$ cat config.mk
export PLATFORM = sky130hd
export DESIGN_NAME = snn_inference_sequencer
export DESIGN_NICKNAME = d
export VERILOG_FILES = /design/src/rtl/snn_inference_sequencer.sv
export SDC_FILE = /design/constraint.sdc
export NUM_CORES = 1
export LEC_CHECK = 0
export ABC_AREA = 1
export ABC_CLOCK_PERIOD_IN_PS = 1620
export CAP_MARGIN = 30
export CELL_PAD_IN_SITES_DETAIL_PLACEMENT = 2
export CELL_PAD_IN_SITES_GLOBAL_PLACEMENT = 2
export CORE_ASPECT_RATIO = 2
export CORE_UTILIZATION = 26
export CTS_CLUSTER_SIZE = 12
export DETAILED_ROUTE_END_ITERATION = 6
export PLACE_DENSITY = 0.76
export SLEW_MARGIN = 20
export SYNTH_ARGS = -nofsm -noshare
export SYNTH_HDL_FRONTEND = slang
export SYNTH_SLANG_ARGS = --single-unit
$ cat constraint.sdc
create_clock -name system_clock -period 1.62 [get_ports system_clock]
set_input_delay 0.162 -clock system_clock [delete_from_list [all_inputs] [get_ports system_clock]]
set_output_delay 0.162 -clock system_clock [all_outputs]
set_load 0.02 [all_outputs]
$ cat src/rtl/snn_inference_sequencer.sv
// Frame-level sequencer for a spiking neural network: presents one input frame for num_steps
// timesteps, accumulates output spikes and reports the winning class. Optional SNN_SEQ_TIMEOUT_EN.
module snn_inference_sequencer #(
  parameter int CNT_W   = 8,
  parameter int TIMEOUT = 1023
) (
  input  logic             system_clock,
  input  logic             rst_n,
  input  logic [7:0]       frame_in,
  input  logic             frame_valid,
  output logic             frame_ready,
  input  logic [7:0]       num_steps,
  input  logic             abort,
  output logic [7:0]       snn_spikes,
  output logic             snn_start,
  input  logic             snn_done,
  input  logic [1:0]       snn_out,
  output logic [CNT_W-1:0] count0,
  output logic [CNT_W-1:0] count1,
  output logic             winner,
  output logic             tie,
  output logic             result_valid,
  input  logic             result_ready,
  output logic             busy,
  output logic             timeout_err
);

  typedef enum logic [1:0] {
    IDLE = 2'd0,
    STEP = 2'd1,
    WAIT = 2'd2,
    DONE = 2'd3
  } state_t;

  if (CNT_W < 1 || TIMEOUT < 1) begin : g_param_chk
    $error("snn_inference_sequencer: CNT_W and TIMEOUT must be >= 1");
  end

  state_t     state, state_nxt;
  logic [7:0] steps_q;
  logic [7:0] step_cnt;
  logic       accept;
  logic       step_last;
  logic       abort_act;
  logic       timeout_hit;

  assign accept    = frame_valid && frame_ready;
  assign step_last = (step_cnt + 8'd1) == steps_q;
  assign abort_act = abort && (state != IDLE);

`ifdef SNN_SEQ_TIMEOUT_EN
  localparam int WAIT_W = $clog2(TIMEOUT + 1);

  logic [WAIT_W-1:0] wait_cnt;
  logic              timeout_q;

  // The last permitted WAIT cycle is the TIMEOUT-th one; a snn_done arriving in it still wins.
  assign timeout_hit = (state == WAIT) && !snn_done && (wait_cnt == WAIT_W'(TIMEOUT - 1));

  always_ff @(posedge system_clock or negedge rst_n) begin
    if (!rst_n) begin
      wait_cnt  <= '0;
      timeout_q <= 1'b0;
    end else begin
      if (state == STEP) begin
        wait_cnt <= '0;
      end else if (state == WAIT) begin
        wait_cnt <= wait_cnt + 1'b1;
      end
      if (accept) begin
        timeout_q <= 1'b0;
      end else if (timeout_hit && !abort) begin
        timeout_q <= 1'b1;
      end
    end
  end

  assign timeout_err = timeout_q;
`else
  assign timeout_hit = 1'b0;
  assign timeout_err = 1'b0;
`endif

  // NOTE: sequential state uses non-blocking assignments so every flop samples pre-edge values.
  always_ff @(posedge system_clock or negedge rst_n) begin
    if (!rst_n) begin
      state <= IDLE;
    end else begin
      state <= state_nxt;
    end
  end

  // NOTE: every output of this block gets a default first, so no path can infer a latch.
  always_comb begin
    state_nxt    = state;
    frame_ready  = 1'b0;
    snn_start    = 1'b0;
    result_valid = 1'b0;
    busy         = 1'b1;
    case (state)
      IDLE: begin
        frame_ready = 1'b1;
        busy        = 1'b0;
        if (accept) begin
          state_nxt = (num_steps == 8'd0) ? DONE : STEP;
        end
      end
      STEP: begin
        snn_start = 1'b1;
        state_nxt = WAIT;
      end
      WAIT: begin
        if (snn_done) begin
          state_nxt = step_last ? DONE : STEP;
        end else if (timeout_hit) begin
          state_nxt = DONE;
        end
      end
      DONE: begin
        result_valid = 1'b1;
        if (result_ready) begin
          state_nxt = IDLE;
        end
      end
      default: state_nxt = IDLE;
    endcase
    if (abort_act) begin
      state_nxt = IDLE;
    end
  end

  // Result flags are qualified by DONE so that idle/reset outputs read all-zero.
  assign winner = result_valid && (count1 > count0);
  assign tie    = result_valid && (count0 == count1);

  always_ff @(posedge system_clock or negedge rst_n) begin
    if (!rst_n) begin
      snn_spikes <= 8'h00;
      steps_q    <= 8'h00;
      step_cnt   <= 8'h00;
      count0     <= '0;
      count1     <= '0;
    end else if (accept) begin
      snn_spikes <= frame_in;
      steps_q    <= num_steps;
      step_cnt   <= 8'h00;
      count0     <= '0;
      count1     <= '0;
    end else if (abort_act) begin
      count0 <= '0;
      count1 <= '0;
    end else if (state == WAIT && snn_done) begin
      step_cnt <= step_cnt + 8'd1;
      if (snn_out[0] && count0 != {CNT_W{1'b1}}) begin
        count0 <= count0 + 1'b1;
      end
      if (snn_out[1] && count1 != {CNT_W{1'b1}}) begin
        count1 <= count1 + 1'b1;
      end
    end
  end

endmodule

==> metrics.md <==
| Metric | Value |
|---|---|
| Synth area leaders | `dfrtp_1 (42%), nand2_1 (13%), ha_1 (5.5%), inv_1 (5.0%), nor2_1 (4.5%)` |
| Period utilization | `142%` |
| CTS tree | `built` |
| Status | `finished, violations left` |
| Mapped Area | `0.00250 sq mm` |
| Hold crit path type | `in -> async` |
| First-pass GRT wire length | `18500 um` |
| CP endpoint | `winner` |
| Finish-stage setup viols | `20` |
| Reg2Reg Depth | `13` |
| Clk_skew | `0.00593 ns` |
| H-tree depth | `2` |
| Ant diodes | `0` |
| CP Cell Sequence | `inv_2 -> ha_4 -> a21oi_1 -> o21ai_1 -> a21oi_2 -> o21ai_1 -> and3_4 -> buf_6` |
| Final Core Density | `48.4%` |
| CTS Buf Count | `5` |
| I/O Pins | `55` |
| Syn avg cell area | `7.80 sq um` |
| Critical path type | `reg -> out` |
| FF-to-FF setup slack | `-0.34 ns` |
| Synthesis-stage register bit count | `42` |
| Post-DRT Antenna Nets | `0` |
| Worst path required time | `1.46 ns` |
| CTS root buffer | `clkbuf_16` |
| CP max FO | `2` |
| Vias per cell | `5.21` |
| Drt drc | `3` |
| Count leader, synth | `nand2_1` |
| Fin crit period | `2.31 ns` |
| Area Overhead vs Synth | `80.6%` |
| EDFF count, synth | `0` |
| Final worst slack | `-0.686 ns` |
| Final Hold Vio Count | `0` |
| Synth area leader | `dfrtp_1` |
| Fmax | `0.434 GHz` |
| Most used DFF post-synth | `dfrtp_1` |
| Routed met3 length | `356 um` |
| Dpl hpwl | `7520 um` |
| Post-synthesis sequential area ratio | `42.1%` |
| Async SR Flop Fraction | `100%` |
| First-pass detailed-route iteration total | `6` |
| CTS clock-pin slew for the worst setup and hold paths | `0.07 ns` |
| Startpoint types | `register` |
| CTS max path bufs | `2` |
| Final WL | `13900 um` |
| Max stage delay cell, worst path | `dfrtp_2` |
| Die Width | `71.3 um` |
| Synth warnings | `0` |
| Max cap viols | `0` |
| Initial antenna violation count | `0` |
| PwrDens | `1420 mW/mm^2` |
| WL met1 | `4550 um` |
| Total die area | `0.0100 sq mm` |
| Worst r2r dst | `count0[4]` |
| Unique masters post-synth | `39` |
| Largest net degree at the start of global routing | `29` |
| Core Area | `0.00932 sq mm` |
| Worst Path Arrival | `2.14 ns` |
| Synth Instances | `320` |
| Commonest cells in the netlist | `nand2_1 (89), dfrtp_1 (42), inv_1 (33)` |
| Via count | `2926` |
| Grt ovf | `0` |
| Number of I/O port buffers | `53` |
| Post-Syn Nets | `355` |
| Setup WS pre-CTS | `-0.593 ns` |
| Element type at the critical path end | `output pin` |
| DRC marker count from the first detailed-route iteration | `96` |
| RSZ-0062 raised after global routing | `true` |
| Worst-Skew Late Latency | `0.30 ns` |
| Yosys top cell area share | `42.1%` |
| Layout cells sized above 1 | `45.9%` |
| Initial Util | `26.8%` |
| CP most frequent cell | `o21ai_1` |
| Violated checks | `design-rule violations, negative setup slack` |
| DR WL/cell | `24.8 um` |
| Total GRT Usage | `25.1%` |
| Pins Over Slew Limit | `0` |
| CP max stage delay | `0.42 ns` |
| Die Span Y | `141 um` |
| Met2 wire length | `8210 um` |
| Number of global-route vias before repair | `3286` |
| # rows | `50` |
| Highest metal used | `met4` |
| Critical R2R Launch | `count0[0]` |
| Maximum VDD drop | `0.785 mV` |
| Leakage | `2.06 nW` |
| Critical path startpoint | `count0[3]` |
| RePlAce Congestion | `0.773` |
| Final nets | `492` |
| Total clock sinks | `42` |
[cell usage in the layout (no fill, tap or decap), types with 3 or more instances in the layout]
cell type,count
dfrtp_2,17
clkdlybuf4s50_1,38
dlymetal6s2s_1,5
a21oi_2,7
nor2_2,8
a21oi_1,4
o22ai_1,4
nand2_4,4
nand3_1,16
nand4_1,5
o21ai_2,5
o21ai_1,6
dlygate4sd2_1,6
nand2_2,9
inv_1,20
o21a_1,3
buf_6,14
dfrtp_1,25
nand2_1,79
inv_2,15
nand3_4,5
inv_4,3
ha_4,9
o21ai_0,9
nor2_1,16
buf_4,67
clkbuf_16,5
nor3_2,4
nor2_4,11
[where the power goes]
part / internal, mW / leakage, nW / switching, mW
combinational: 1.41 / 1.44 / 2.00
sequential: 1.33 / 0.528 / 0.249
clock: 0.928 / 0.0971 / 0.478
total: 3.67 / 2.06 / 2.73
[worst max-delay path, delay by kind of cell (launching register included)]
kind                     cells  cell delay [ns]
AND/OR/NAND/NOR              1             0.16
AO/OA/AOI/OAI                4             0.76
buffers and inverters        2             0.26
adder cells (fa/ha/maj)      1             0.24
flip-flops                   1             0.42
[state kept, by name (all words and copies together) (netlist names)]
signal,cells
count0,8
count1,8
snn_spikes,8
state,2
step_cnt,8
steps_q,8
[kinds of logic after synthesis]
kind of cell             synth area share (%)
other                                   0.150
AO/OA/AOI/OAI                            10.5
XOR/XNOR                                 1.40
buffers and inverters                    7.62
flip-flops                               42.1
AND/OR/NAND/NOR                          32.7
adder cells (fa/ha/maj)                  5.51
[per-stage QoR]
stage	power [mW]	hold slack [ns]	TNS (ns)	area, sq um	instances
after floorplan	2.92	-0.134	-0.121	2560	320
final	6.40	0.341	-4.13	4510	562
after detailed placement	4.14	0.122	-2.98	3570	521
after CTS	5.76	0.347	-1.70	4150	549
after global placement	4.01	0.120	-2.04	3570	521
after global routing	6.68	0.382	-5.21	4510	562
[how the worst min path moves through the flow]
stage / from / to / slack (ns)
floorplan: rst_n / count0[0] / -0.13
global placement: rst_n / count1[5] / 0.12
detailed placement: rst_n / count1[5] / 0.12
CTS: rst_n / count1[5] / 0.35
global route: rst_n / count1[5] / 0.38
finish: rst_n / count1[5] / 0.34
[layout make-up]
cell class	instances	area, sq um
tap	104	130
fill	996	4810
clock buffer	6	139
sequential	42	1070
timing repair buffer	134	1210
clock inverter	2	60.1
multi-input combinational	234	1730
inverter	40	168
[timing repair]
| item | 4_1_cts | 5_1_grt |
|---|---|---|
| setup endpoints to repair | 24 | 31 |
| pin swaps | 23 | 25 |
| buffers inserted | 18 | 14 |
| resized for setup | 79 | 61 |
| gates cloned | 1 | 0 |
| hold endpoints to repair | 14 | 0 |
| hold buffers | 1 | 0 |
[routing by layer]
metal / vias to the layer above / track usage (%)
li1: 1316 / -
met1: 1478 / 23.3
met2: 90 / 51.5
met3: 42 / 3.00
met4: 0 / 11.7
met5: - / 0
No activity file was read; power rests on OpenSTA's default activity.
